**config.mk**
```make
export PLATFORM = sky130hd
export DESIGN_NAME = wb_stage_pipe
export DESIGN_NICKNAME = d
export VERILOG_FILES = /design/src/rtl/wb_pkg.sv /design/src/rtl/load_align.sv /design/src/rtl/wb_stage_pipe.sv
export SDC_FILE = /design/constraint.sdc
export NUM_CORES = 1
export LEC_CHECK = 0
export ABC_AREA = 1
export CAP_MARGIN = 20
export CORE_ASPECT_RATIO = 0.9
export CORE_MARGIN = 8
export CORE_UTILIZATION = 35
export DETAILED_ROUTE_END_ITERATION = 7
export PLACE_DENSITY = 0.67
export SETUP_SLACK_MARGIN = 0.4
export SLEW_MARGIN = 5
export SYNTH_ARGS = -nofsm -noshare
export SYNTH_HDL_FRONTEND = slang
export SYNTH_HIERARCHICAL = 1
export SYNTH_SLANG_ARGS = --single-unit
```
**constraint.sdc**
```tcl
create_clock -name clk -period 2 [get_ports clk]
set_input_delay 0.4 -clock clk [delete_from_list [all_inputs] [get_ports clk]]
set_output_delay 0.4 -clock clk [all_outputs]
set_load 0.01 [all_outputs]
```
**src/rtl/wb_pkg.sv**
```systemverilog
// Shared encodings for the writeback stage: result-source select and load funct3 types.
package wb_pkg;

    typedef enum logic [1:0] {
        RES_ALU  = 2'd0,
        RES_LOAD = 2'd1,
        RES_PC4  = 2'd2,
        RES_IMM  = 2'd3
    } res_src_e;

    typedef enum logic [2:0] {
        F3_LB  = 3'b000,
        F3_LH  = 3'b001,
        F3_LW  = 3'b010,
        F3_LD  = 3'b011,
        F3_LBU = 3'b100,
        F3_LHU = 3'b101,
        F3_LWU = 3'b110
    } load_f3_e;

    // Byte-offset width inside one XLEN word: 2 bits for RV32, 3 bits for RV64.
    function automatic int off_width(input int xlen);
        return (xlen == 64) ? 3 : 2;
    endfunction

endpackage

```
**src/rtl/load_align.sv**
```systemverilog
// Load lane extraction: picks the byte/half/word lane at the address offset and extends it to XLEN.
module load_align
    import wb_pkg::*;
#(
    parameter int XLEN  = 32,
    parameter int OFF_W = off_width(XLEN)
) (
    input  logic [2:0]       funct3_i,
    input  logic [OFF_W-1:0] offset_i,
    input  logic [XLEN-1:0]  read_data_i,
    output logic [XLEN-1:0]  load_o
);

    localparam logic [OFF_W-1:0] HALF_MASK = ~(OFF_W'(1));
    localparam logic [OFF_W-1:0] WORD_MASK = ~(OFF_W'(3));

    // Misaligned halfword/word offsets are truncated down to natural alignment.
    logic [OFF_W-1:0] half_off_s;
    logic [OFF_W-1:0] word_off_s;
    logic [7:0]       byte_s;
    logic [15:0]      half_s;
    logic [31:0]      word_s;

    assign half_off_s = offset_i & HALF_MASK;
    assign word_off_s = offset_i & WORD_MASK;
    assign byte_s     = read_data_i[{offset_i,   3'b000} +: 8];
    assign half_s     = read_data_i[{half_off_s, 3'b000} +: 16];
    assign word_s     = read_data_i[{word_off_s, 3'b000} +: 32];

    // Extension per load type; 64-bit-only encodings return zero on RV32.
    always_comb begin
        load_o = {XLEN{1'b0}};
        case (funct3_i)
            F3_LB:   load_o = XLEN'($signed(byte_s));
            F3_LH:   load_o = XLEN'($signed(half_s));
            F3_LW:   load_o = XLEN'($signed(word_s));
            F3_LBU:  load_o = XLEN'(byte_s);
            F3_LHU:  load_o = XLEN'(half_s);
            F3_LD: begin
                if (XLEN == 64) begin
                    load_o = read_data_i;
                end else begin
                    load_o = {XLEN{1'b0}};
                end
            end
            F3_LWU: begin
                if (XLEN == 64) begin
                    load_o = XLEN'(word_s);
                end else begin
                    load_o = {XLEN{1'b0}};
                end
            end
            default: load_o = {XLEN{1'b0}};
        endcase
    end

endmodule

```
**src/rtl/wb_stage_pipe.sv**
```systemverilog
// Writeback stage: valid/ready skid-free register toward the register file with
// result selection, x0 write suppression, flush and a retired-instruction counter.
module wb_stage_pipe
    import wb_pkg::*;
#(
    parameter int XLEN       = 32,
    parameter int REG_ADDR_W = 5,
    parameter int CNT_W      = 64
) (
    input  logic                  clk,
    input  logic                  rst,
    input  logic                  in_valid,
    output logic                  in_ready,
    input  logic                  flush,
    input  logic                  reg_write_in,
    input  logic [1:0]            result_src,
    input  logic [2:0]            funct3,
    input  logic [XLEN-1:0]       alu_result,
    input  logic [XLEN-1:0]       read_data,
    input  logic [XLEN-1:0]       pc_plus4,
    input  logic [XLEN-1:0]       imm_csr,
    input  logic [REG_ADDR_W-1:0] rd_in,
    output logic                  out_valid,
    input  logic                  out_ready,
    output logic                  reg_write_out,
    output logic [REG_ADDR_W-1:0] rd_out,
    output logic [XLEN-1:0]       result_out,
    output logic [XLEN-1:0]       fwd_result,
    output logic [CNT_W-1:0]      instret
);

    localparam int OFF_W = off_width(XLEN);

    logic                  valid_q, valid_d;
    logic                  wen_q, wen_d;
    logic [REG_ADDR_W-1:0] rd_q, rd_d;
    logic [XLEN-1:0]       res_q, res_d;
    logic [CNT_W-1:0]      instret_q, instret_d;
    logic [XLEN-1:0]       load_s;
    logic [XLEN-1:0]       fwd_s;
    logic                  in_ready_s;
    logic                  accept_s;
    logic                  retire_s;

    load_align #(
        .XLEN  (XLEN),
        .OFF_W (OFF_W)
    ) u_load_align (
        .funct3_i    (funct3),
        .offset_i    (alu_result[OFF_W-1:0]),
        .read_data_i (read_data),
        .load_o      (load_s)
    );

    // Result mux shared by the forwarding path and the output register.
    always_comb begin
        fwd_s = alu_result;
        case (result_src)
            RES_ALU:  fwd_s = alu_result;
            RES_LOAD: fwd_s = load_s;
            RES_PC4:  fwd_s = pc_plus4;
            RES_IMM:  fwd_s = imm_csr;
            default:  fwd_s = alu_result;
        endcase
    end

    assign in_ready_s = ~valid_q | out_ready;
    assign accept_s   = in_valid & in_ready_s & ~flush;
    assign retire_s   = valid_q & out_ready & ~flush;

    // Next-state: flush beats accept, accept beats a plain retire.
    always_comb begin
        valid_d   = valid_q;
        wen_d     = wen_q;
        rd_d      = rd_q;
        res_d     = res_q;
        instret_d = instret_q;
        if (flush) begin
            valid_d = 1'b0;
            wen_d   = 1'b0;
        end else if (accept_s) begin
            valid_d = 1'b1;
            wen_d   = reg_write_in & (rd_in != {REG_ADDR_W{1'b0}});
            rd_d    = rd_in;
            res_d   = fwd_s;
        end else if (retire_s) begin
            valid_d = 1'b0;
        end else begin
            valid_d = valid_q;
        end
        if (retire_s) begin
            instret_d = instret_q + CNT_W'(1);
        end else begin
            instret_d = instret_q;
        end
    end

    // Handshake control registers.
    always_ff @(posedge clk or negedge rst) begin
        if (!rst) begin
            valid_q <= 1'b0;
            wen_q   <= 1'b0;
        end else begin
            valid_q <= valid_d;
            wen_q   <= wen_d;
        end
    end

    // Payload registers.
    always_ff @(posedge clk or negedge rst) begin
        if (!rst) begin
            rd_q  <= {REG_ADDR_W{1'b0}};
            res_q <= {XLEN{1'b0}};
        end else begin
            rd_q  <= rd_d;
            res_q <= res_d;
        end
    end

    // Retired-instruction counter, wraps naturally.
    always_ff @(posedge clk or negedge rst) begin
        if (!rst) begin
            instret_q <= {CNT_W{1'b0}};
        end else begin
            instret_q <= instret_d;
        end
    end

    assign in_ready      = in_ready_s;
    assign out_valid     = valid_q;
    assign reg_write_out = wen_q;
    assign rd_out        = rd_q;
    assign result_out    = res_q;
    assign fwd_result    = fwd_s;
    assign instret       = instret_q;

endmodule

```
==> results.ini, run 1 <==
[global_route]
antenna_found_initial=7
grt_overflow_total=0
grt_pass1_vias=8730
grtUsageTotal_pct=24.8
grt_max_degree=34
grt_pass1_wl_um=48900

[worst_setup_path]
timing.rr.end=instret[39]
worstSetupStartpointType=primary input
crit_path_end_kind=primary output
crit_type=in -> out
crit_arrival_ns=1.63
worstSetupStartpoint=alu_result[1]
r2r_start=instret[10]
worst-path-max-fanout=5
r2r_slack_ns=0.28
reg2reg_depth=8
cp_slowest_stage_delay_ns=0.20
endpoint=fwd_result[30]
crit_slowest_cell=and2_4
crit_chain=buf_12, buf_6, nand2_4, o21ai_4, and2_4, buf_12, nor2_2, nand2_1, nand2_1, nand4_1, buf_2
worstPathRequired_ns=1.60

[timing]
rsz0062_at_grt=true
skew_ns=0.0121
fin_crit_sh_pct=102
final_max_slew_viol_count=0
post-route-min-period_ns=2.03
worst_slack_ns=-0.0345
max_freq_ghz=0.492
worst_slew_pin_slew_ns=0.394
holdWs_ns=0.371
setup_viol=2
hold_violations=0
slew_headroom_pct=73.6

[clock_tree]
clock_path_buffers=2
cts_inserted_buffers=9
cts_tree=done
cts_root_buf=clkbuf_16
htreeDepth=3
clk_latency_ns=0.36
cts.sinks=103
clk_pin_slew_ns=0.07

[routing]
route.detailed.drc=0
post_drt_via_cell_ratio=5.11
drtIter0Drc=794
post_drt_wl_per_cell_um=19.4
vias=9166
wl_um=34800
antenna_left=0
wl_met2_um=15800
wl_met3_um=2600
dr.pass1.iters=6
highest_layer=met4
drt-met1-wl_um=15300

[synthesis]
synth_cell_type_count=38
syn_area_um2=7160
syn_area_per_cell_um2=7.20
synth_nets=1139
synth.ff_latch_count=103
ys.flop_type=dfrtp_1
synth_cells=994
async_flop_share_pct=100
synth_edf_count=0
yosys_warnings=6
synth_seq_area_share_pct=36.0

[power_and_ir_drop]
peakVddDrop_mv=0.385
intPower_w=0.00451
total_power_w=0.00661
swShare_pct=31.7
combPwrFrac_pct=36.5
p_sw_w=0.00210
p_seq_share_pct=36.3
power.density_nw_per_um2=481
leakagePower_nw=6.91
p_clk_share_pct=27.2

[final_layout]
most-common-layout-cells=298 x nand2_1, 194 x buf_4, 112 x dlygate4sd2_1, 103 x clkdlybuf4s50_1, 88 x inv_1
areaGrowthSynthToFinish_pct=91.7
final_nets=1672
utilization_pct=68.5
fillers=1612
layout_commonest_cell=nand2_1
drive_gt1_share_pct=41.9
fin_cells=1793

[floorplan]
start_util_pct=35.7
die_h_um=152
std_cell_rows=49
dieWidth_um=167
pin_count=280
dieArea_um2=25300
coreArea_um2=20000

[outcome]
status=complete, but fails checks
violations=setup timing

[place]
dp.cells=1589
dpl.hpwl_um=22700
port_buffers=279
gp_congestion=0.891

[run]
drv_cap=0

[hold_path]
holdCritPathClass=in -> reg
worst_hold_path.num_cells=3

==> cell type report <==
type                    count  area [µm²]  area share [%]
flip-flops and latches    103        2610            19.0
clock buffers               9         225            1.64
inverters                 113         442            3.22
clock inverters             6        56.3           0.410
repair buffers            546        5070            36.9
well taps                 255         319            2.32
multi-input cells         754        4990            36.3
diodes                      7        17.5           0.128
==> power by group through the flow <==
stage                     Sequential, W  Clock, W  Combinational (W)
after floorplan                 0.00253         0           0.000616
after global placement          0.00245         0            0.00188
after detailed placement        0.00245         0            0.00189
after CTS                       0.00240   0.00182            0.00213
after global routing            0.00242   0.00190            0.00256
final                           0.00240   0.00180            0.00241
==> cells by family (layout without fill, tap and decap cells) <==
| logic type | count (synthesis) | after routing | synth area share [%] |
|---|---|---|---|
| fa+ha+maj | 1 | 1 | 0.175 |
| flops | 103 | 103 | 36.0 |
| compound gates | 25 | 25 | 2.27 |
| xor+xnor | 46 | 46 | 5.63 |
| buf+inv | 140 | 674 | 8.67 |
| simple gates | 642 | 645 | 41.3 |
| mux | 37 | 37 | 5.93 |
| other cells | 0 | 7 | 0 |
==> sequential cells by signal, summed over array words and instances (netlist names) <==
| register | count |
|---|---|
| instret | 64 |
| result_out | 32 |
| reg_write_out | 1 |
| rd_out | 5 |
| out_valid | 1 |
==> Yosys cell counts, types with 13 or more instances <==
library cell	instances	area, µm²
nor2_2	15	93.8
xnor2_1	20	175
nor2_4	14	158
nand4_1	58	363
nand3_1	37	185
nor3_1	13	65.1
nand2_1	353	1330
xor2_1	26	228
nor2_1	112	420
nand2_2	13	81.3
inv_1	107	402
dfrtp_1	103	2580
mux2_2	35	394
==> how the worst min path moves through the flow <==
stage / startpoint / to
floorplan: rst / instret[0]
global placement: rst / instret[51]
detailed placement: rst / instret[48]
CTS: rst / instret[51]
global route: in_valid / out_valid
finish: in_valid / out_valid
==> timing repair <==
action                                  CTS  global route
pin swaps                                76            96
hold endpoints to repair                 19             0
endpoints found under the setup margin  204           114
cloned                                   11             3
buffers inserted                        117            50
hold buffers                              1             0
gates resized for setup                 486           204
==> stage by stage <==
| step | setup WS [ns] | instance area [µm²] | TNS (ns) |
|---|---|---|---|
| 6_report | -0.0345 | 13700 | -0.0427 |
| 5_1_grt | -0.0536 | 13700 | -0.592 |
| 4_1_cts | 0.0470 | 12600 | 0 |
| 3_5_place_dp | -0.862 | 11000 | -37.39 |
| 3_3_place_gp | -0.856 | 11000 | -35.48 |
| 2_1_floorplan | 0.333 | 7280 | 0 |
==> critical path, delay by kind of cell <==
kind / cells / cell delay [ns]
buffers and inverters: 4 / 0.56
and+or+nand+nor: 6 / 0.59
AOI/OAI and AO/OA: 1 / 0.06
==> layer usage <==
layer	GRT usage, %	vias up
met2	39.2	456
met4	8.37	0
li1	-	4235
met1	33.2	4393
met5	0	-
met3	5.49	82
Power figures use the tool's default switching activity.
==> inputs of run 2 (changes only) <==
- PLACE_DENSITY: 0.67 -> 0.66
- SYNTH_HIERARCHICAL: 1 -> default
==> results.ini, run 2 <==
[floorplan]
start_util_pct=35.9  ; +0.18 points
std_cell_rows=50  ; +2.0%
pin_count=280  ; unchanged
die_h_um=155  ; +2.1%
dieWidth_um=170  ; +2.1%
dieArea_um2=26400  ; +4.3%
coreArea_um2=20900  ; +4.2%

[timing]
worst_slack_ns=0.0239  ; +0.0584 ns
fin_crit_sh_pct=98.8  ; -2.9 points
holdWs_ns=0.473  ; +0.102 ns
final_max_slew_viol_count=0  ; unchanged
setup_viol=0  ; -2
max_freq_ghz=0.506  ; +3.0%
worst_slew_pin_slew_ns=0.537  ; +0.143 ns
rsz0062_at_grt=true
post-route-min-period_ns=1.98  ; -0.0584 ns
hold_violations=0  ; unchanged
skew_ns=0.0110  ; -0.00106 ns
slew_headroom_pct=63.9  ; -9.7 points

[final_layout]
largest_reg_flops=64  ; unchanged
drive_gt1_share_pct=40.9  ; -1.0 points
fin_cells=1981  ; +10%
multi_input_area_um2=5770  ; +16%
utilization_pct=69.5  ; +1.0 points
most-common-layout-cells=396 x nand2_1, 166 x buf_4, 123 x dlygate4sd2_1, 103 x nand2_2, 101 x clkdlybuf4s50_1
fillers=1725  ; +7.0%
areaGrowthSynthToFinish_pct=93.6
design_area_um2=14500  ; +5.8%
area.sequential_um2=2620  ; +0.38%
layout_commonest_cell=nand2_1
final_nets=1828  ; +9.3%

[place]
pre_cts_slack_ns=-0.908  ; -0.0464 ns
dp.cells=1807  ; +14%
gp_congestion=0.978  ; +9.8%
dpl-instance-area_um2=11500  ; +4.3%
dpl.hpwl_um=26800  ; +18%
port_buffers=279  ; unchanged

[hold_path]
holdCritPathClass=in -> async

[worst_setup_path]
worst-path-max-fanout=8  ; +3
cp_slowest_stage_delay_ns=0.14  ; -0.06 ns
worstPathRequired_ns=1.60  ; about the same
crit_arrival_ns=1.58  ; -0.05 ns
path_delay_family=buffers and inverters
crit_slowest_cell=nor2_4
worst-path-buf-inv=5  ; +1
crit_path_end_kind=primary output
crit_type=in -> out
crit_chain=buf_12, buf_6, nand2_4, o21ai_4, nor2_4, buf_12, buf_16, nor2_1, nand2_1, nand2_2, nand3b_4, buf_6
worstSetupStartpointType=primary input

[power_and_ir_drop]
peakVddDrop_mv=0.506  ; +31%
leakagePower_nw=7.28  ; +5.4%
power.density_nw_per_um2=483  ; +0.31%

[synthesis]
synth_cell_type_count=35  ; -7.9%
yosys_warnings=0  ; -6
synth_edf_count=0  ; unchanged
synth_seq_area_share_pct=34.4  ; -1.6 points
yosysMostFrequentCell=nand2_1
synth_cells=1181  ; +19%
syn_area_um2=7500  ; +4.7%
synth.ff_latch_count=103  ; unchanged
synthTopCellsByArea=dfrtp_1 34%, nand2_1 26%, nor2_1 8.6%
synth_nets=1326  ; +16%
ys.flop_type=dfrtp_1
synth_common_cells=525 x nand2_1, 171 x nor2_1, 106 x inv_1
synth_top_cell_area_share_pct=34.4  ; -1.6 points
yosysTopAreaCell=dfrtp_1
async_flop_share_pct=100  ; unchanged
syn_area_per_cell_um2=6.35  ; -12%

[routing]
route.detailed.drc=0  ; unchanged
antenna_left=0  ; unchanged
post_drt_wl_per_cell_um=19.2  ; -0.89%
wl_um=38100  ; +9.5%
dr.pass1.iters=4  ; -2
post_drt_via_cell_ratio=5.04  ; -1.4%
vias=9986  ; +8.9%
drtIter0Drc=728  ; -8.3%

[global_route]
grtUsageTotal_pct=26.4  ; +1.6 points
antenna_found_initial=9  ; +2
grt_max_degree=40  ; +18%
grt_pass1_wl_um=53800  ; +10%
grt_overflow_total=0  ; unchanged
grt_pass1_vias=9458  ; +8.3%

[clock_tree]
cts_root_buf=clkbuf_16
htreeDepth=3  ; unchanged
cts_tree=done
clk_latency_ns=0.36  ; about the same
cts_inserted_buffers=9  ; unchanged
clock_path_buffers=2  ; unchanged
cts.sinks=103  ; unchanged
clk_pin_slew_ns=0.07  ; about the same

[outcome]
status=complete, no violations

[run]
drv_cap=0  ; unchanged

-- run 2: cell types whose count changed after synthesis, sizes merged, moves of 5 or more --
cell	delta
nand3b	+21
clkbuf	+5
a22o	+25
o21ai	+20
nand2	+163
nor3	-14
nor2	+50
xor2	-14
nand4	-31
mux2	-37
-- run 2: cells by family (layout without fill, tap and decap cells) --
logic type,Yosys count,in the layout,synth area share (%)
AOI/OAI and AO/OA,68,68,5.87
adders and majority gates,1,1,0.167
and+or+nand+nor,826,829,47.4
xor gates and xnor gates,34,34,3.97
buffers and inverters,149,653,8.19
DFF,103,103,34.4
other,0,7,0
-- run 2: area by class of cell --
cell class	count	area share [%]
diodes	7	0.121
clock buffers	9	1.55
well taps	286	2.47
multi-input cells	932	39.8
clock inverters	7	0.707
inverters	117	3.16
repair buffers	520	34.2
flip-flops and latches	103	18.0
-- run 2: layer usage --
layer | routed length [µm] | vias up | share of wire [%] | GRT usage (%)
met3 | 3520 | 99 | 9.3 | 8.22
met5 | 21 | - | 0.055 | 0
met1 | 14700 | 4764 | 39 | 32.1
li1 | - | 4685 | - | -
met4 | 1270 | 4 | 3.3 | 8.68
met2 | 18600 | 434 | 49 | 43.5
-- run 2: per-stage QoR --
stage | TNS (ns) | power [W]
6_report | 0 | 0.00701
5_1_grt | -0.188 | 0.00731
4_1_cts | 0 | 0.00685
3_5_place_dp | -32.35 | 0.00451
3_3_place_gp | -30.74 | 0.00451
2_1_floorplan | 0 | 0.00318
-- run 2: worst register-to-register path: cells and delay by family (launching register included) --
| kind | cells | cell delay, ns |
|---|---|---|
| xor+xnor | 1 | 0.15 |
| fa+ha+maj | 1 | 0.16 |
| buf+inv | 2 | 0.27 |
| flops | 1 | 0.40 |
| simple gates | 5 | 0.67 |
-- run 2: what timing repair did --
action	in CTS	in global routing
gates cloned	10	0
endpoints found under the setup margin	211	89
gates resized for setup	566	282
setup buffers	99	41
hold buffers	1	0
endpoints found under the hold margin	11	0
pin swaps	100	133
-- run 2: where the power goes --
part | internal, W | switching [W] | total [W] | leakage (nW)
Clock | 0.00112 | 0.000891 | 0.00201 | 0.162
Combinational | 0.00132 | 0.00123 | 0.00256 | 5.80
Sequential | 0.00228 | 0.000167 | 0.00244 | 1.32
-- run 2: path summary, 6_finish.rpt --
check,to,slack [ns],depth (start not counted),from
worst min register to register,result_out[6],0.48,2,result_out[6]
min in group clk,result_out[6],0.48,2,result_out[6]
worst max-delay path,fwd_result[28],0.02,12,alu_result[1]
worst max register to register,instret[26],0.25,9,instret[1]
worst min-delay path,result_out[7],0.47,2,rst
max in group asynchronous,instret[2],0.98,3,rst
==> inputs of run 3 (changes only) <==
- CORE_UTILIZATION: 35 -> 46
- PLACE_DENSITY: 0.66 -> 0.83
==> results.ini, run 3 <==
[clock_tree]
htreeDepth=3  ; unchanged
cts_inserted_buffers=9  ; unchanged
cts_root_buf=clkbuf_16
clock_path_buffers=2  ; unchanged
cts.sinks=103  ; unchanged

[place]
port_buffers=279  ; unchanged
dpl.hpwl_um=25900  ; -3.1%
gp_congestion=0.963  ; -1.5%
pre_cts_slack_ns=-0.859  ; +0.0495 ns

[synthesis]
synth_nets=1326  ; unchanged
synthSimpleGateAreaFrac_pct=47.4  ; unchanged
synth_mux_area_share_pct=0  ; unchanged
syn_area_per_cell_um2=6.35  ; unchanged
synth_top_family_by_area=simple AND/OR/NAND/NOR gates
synth_cell_type_count=35  ; unchanged
synth_cells=1181  ; unchanged
synth_seq_area_share_pct=34.4  ; unchanged
yosysMostFrequentCell=nand2_1
synth_edf_count=0  ; unchanged
synth_compound_area_share_pct=5.87  ; unchanged
ys.flop_type=dfrtp_1
synth_adder_area_share_pct=0.167  ; unchanged
synth_top_cell_area_share_pct=34.4  ; unchanged
synth_common_cells=525 x nand2_1, 171 x nor2_1, 106 x inv_1
synth_xor_xnor_area_share_pct=3.97  ; unchanged
yosysTopAreaCell=dfrtp_1
synth.ff_latch_count=103  ; unchanged
synthTopCellsByArea=dfrtp_1 34%, nand2_1 26%, nor2_1 8.6%
syn_area_um2=7500  ; unchanged
yosys_warnings=0  ; unchanged
async_flop_share_pct=100  ; unchanged

[floorplan]
std_cell_rows=44  ; -12%
dieWidth_um=151  ; -12%
die_h_um=137  ; -11%
pin_count=280  ; unchanged
start_util_pct=46.8  ; +11 points

[outcome]
haltStage=global routing (5_1_grt)
status=aborted with a tool error
firstError=[ERROR GRT-0232] Routing congestion too high. Check the congestion heatmap in the GUI.

[global_route]
grt_max_degree=35
grt_overflow_total=37
grtUsageTotal_pct=68.4

[timing]
grt-worst-endpoint=fwd_result[27]
worstEpCategory=output port

-- run 3: cell counts after synthesis --
No cell type changed its count.
-- run 3: logic make-up after synthesis --
family          after synthesis
simple gates                826
buf+inv                     149
flops                       103
compound gates               68
xor+xnor                     34
fa+ha+maj                     1
-- run 3: timing repair --
action	4_1_cts
gates cloned	9
hold buffers	0
endpoints found under the setup margin	213
buffers inserted	103
pin swaps	107
gates resized for setup	592
-- run 3: metrics by stage --
step	utilization (%)	hold slack [ns]	area, µm²	instances
after floorplan	-	0.104	7650	1181
after global placement	71.0	0.380	11400	1734
after detailed placement	71.0	0.385	11400	1734
after CTS	82.8	0.00298	13300	1860
-- run 3: layer usage --
metal,overflow,track usage (%)
met4,22,68.6
met5,0,26.7
met1,1,65.3
met3,0,55.2
met2,14,86.4
==> inputs of run 4 (changes only) <==
- CORE_ASPECT_RATIO: 0.9 -> default
- CORE_UTILIZATION: 46 -> 40
- PLACE_DENSITY: 0.83 -> default
- PLACE_DENSITY_LB_ADDON: default -> 0.15
- SETUP_SLACK_MARGIN: 0.4 -> default
==> results.ini, run 4 (synthesis gave the netlist of run 2 again) <==
[timing]
hold_violations=0
slew_headroom_pct=75.0
fin_crit_sh_pct=101
post-route-min-period_ns=2.03
skew_ns=0.0139
worst_slack_ns=-0.0263
setup_viol=1
max_freq_ghz=0.494
rsz0062_at_grt=true
worst_slew_pin_slew_ns=0.374
final_max_slew_viol_count=0

[run]
drv_cap=0

[outcome]
violations=setup timing
status=complete, but fails checks

[clock_tree]
clk_latency_ns=0.36
cts_inserted_buffers=9  ; unchanged
clock_path_buffers=2  ; unchanged
cts_tree=done
clk_pin_slew_ns=0.09
htreeDepth=3  ; unchanged
cts.sinks=103  ; unchanged
cts_root_buf=clkbuf_16

[final_layout]
utilization_pct=65.8
fillers=1665
areaGrowthSynthToFinish_pct=63.2
largest_reg_flops=64
drive_gt1_share_pct=20.4
layout_commonest_cell=nand2_1
final_nets=1736
most-common-layout-cells=508 x nand2_1, 216 x clkdlybuf4s50_1, 160 x nor2_1, 126 x buf_4, 103 x dfrtp_1
fin_cells=1832

[floorplan]
dieArea_um2=23400
std_cell_rows=50  ; +14%
die_h_um=153  ; +12%
start_util_pct=40.4  ; -6.4 points
pin_count=280  ; unchanged
coreArea_um2=18600
dieWidth_um=153  ; +1.6%

[place]
port_buffers=279  ; unchanged
dp.cells=1775  ; +2.4%
dpl.hpwl_um=26000  ; +0.34%
gp_congestion=0.966  ; +0.33%
pre_cts_slack_ns=-0.829  ; +0.0295 ns

[routing]
post_drt_via_cell_ratio=4.99
antenna_left=0
drtIter0Drc=515
vias=9138
wl_um=32300
dr.pass1.iters=5
route.detailed.drc=0
post_drt_wl_per_cell_um=17.6

[worst_setup_path]
crit_type=in -> reg
path_delay_family=buffers and inverters
crit_slowest_cell=clkdlybuf4s15_1
crit_arrival_ns=2.29
crit_chain=clkdlybuf4s15_1, inv_2, nand2_2, nand3_2, nand2_2, nand2_4, buf_6, nand2_2, nand2_2, nand3b_1, buf_4, buf_4, buf_4, buf_4, buf_4, buf_4, buf_4, nand2_2, nand2_1
cp_slowest_stage_delay_ns=0.17
worst-path-max-fanout=7
timing.rr.end=instret[29]
crit_path_end_kind=register
r2r_start=instret[9]
r2r_slack_ns=0.23
worstSetupStartpointType=primary input
reg2reg_depth=8
worst-path-buf-inv=10
cp_common_cell=buf_4
worstPathRequired_ns=2.27

[global_route]
grtUsageTotal_pct=27.3
grt_pass1_vias=9427
grt_pass1_wl_um=50000
grt_max_degree=31
antenna_found_initial=2
grt_overflow_total=0

[hold_path]
whs_endpoint=result_out[9]
holdCritPathClass=reg -> reg
min_from=result_out[9]
worst_hold_path.num_cells=2

[power_and_ir_drop]
total_power_w=0.00646
leakagePower_nw=5.85
power.density_nw_per_um2=528
peakVddDrop_mv=0.335

[run 4: layout make-up]
class | instances | area [µm²] | share of cell area (%)
Antenna cell | 2 | 5.00 | 0.0409
Clock buffer | 9 | 225 | 1.84
Clock inverter | 7 | 91.3 | 0.747
Inverter | 117 | 452 | 3.69
Multi-Input combinational cell | 929 | 4520 | 36.9
Sequential cell | 103 | 2580 | 21.1
Tap cell | 234 | 293 | 2.39
Timing Repair Buffer | 430 | 4070 | 33.3
Timing Repair inverter | 1 | 3.75 | 0.0307
[run 4: stage by stage]
step           setup TNS [ns]  cell area [µm²]  hold slack [ns]
4_1_cts                     0            12000            0.486
6_report              -0.0263            12200            0.484
3_3_place_gp           -28.67            11400            0.342
2_1_floorplan               0             7500            0.104
3_5_place_dp           -29.93            11400            0.345
5_1_grt                -0.725            12200            0.508
[run 4: report_power, final]
| group | total (W) | internal [W] | switching, W |
|---|---|---|---|
| logic | 0.00216 | 0.00117 | 0.000987 |
| registers | 0.00245 | 0.00227 | 0.000179 |
| clock network | 0.00185 | 0.000906 | 0.000944 |
[run 4: timing repair]
item / 4_1_cts / 5_1_grt
pin swaps: 28 / 22
hold endpoints to repair: 21 / 0
setup buffers: 28 / 5
setup endpoints to repair: 33 / 35
gates resized for setup: 244 / 56
hold buffers: 1 / 0
cloned: 6 / 0
[run 4: routing by layer]
layer  global-route usage (%)  routed length [µm]  up-vias
met1                     28.1               11700     4138
li1                         -                   -     4498
met4                     15.6                1940        0
met5                        0                   0        -
met2                     49.1               16100      390
met3                     7.56                2550      112
[run 4: worst max path at each step]
stage / slack, ns / endpoint / start / cells past startpoint
detailed placement: -0.83 / fwd_result[16] / alu_result[0] / 11
global route: -0.1 / result_out[11] / read_data[23] / 19
finish: -0.03 / result_out[11] / read_data[23] / 19
global placement: -0.81 / fwd_result[29] / alu_result[1] / 10
CTS: 0.003 / fwd_result[16] / read_data[16] / 9
floorplan: 0.26 / fwd_result[10] / alu_result[1] / 10
[run 4: worst min-delay path: stages, from the launching register on]
cell and delay (ns):
dfrtp_1 0.35, nand2_1 0.05, nand2_1 0.05
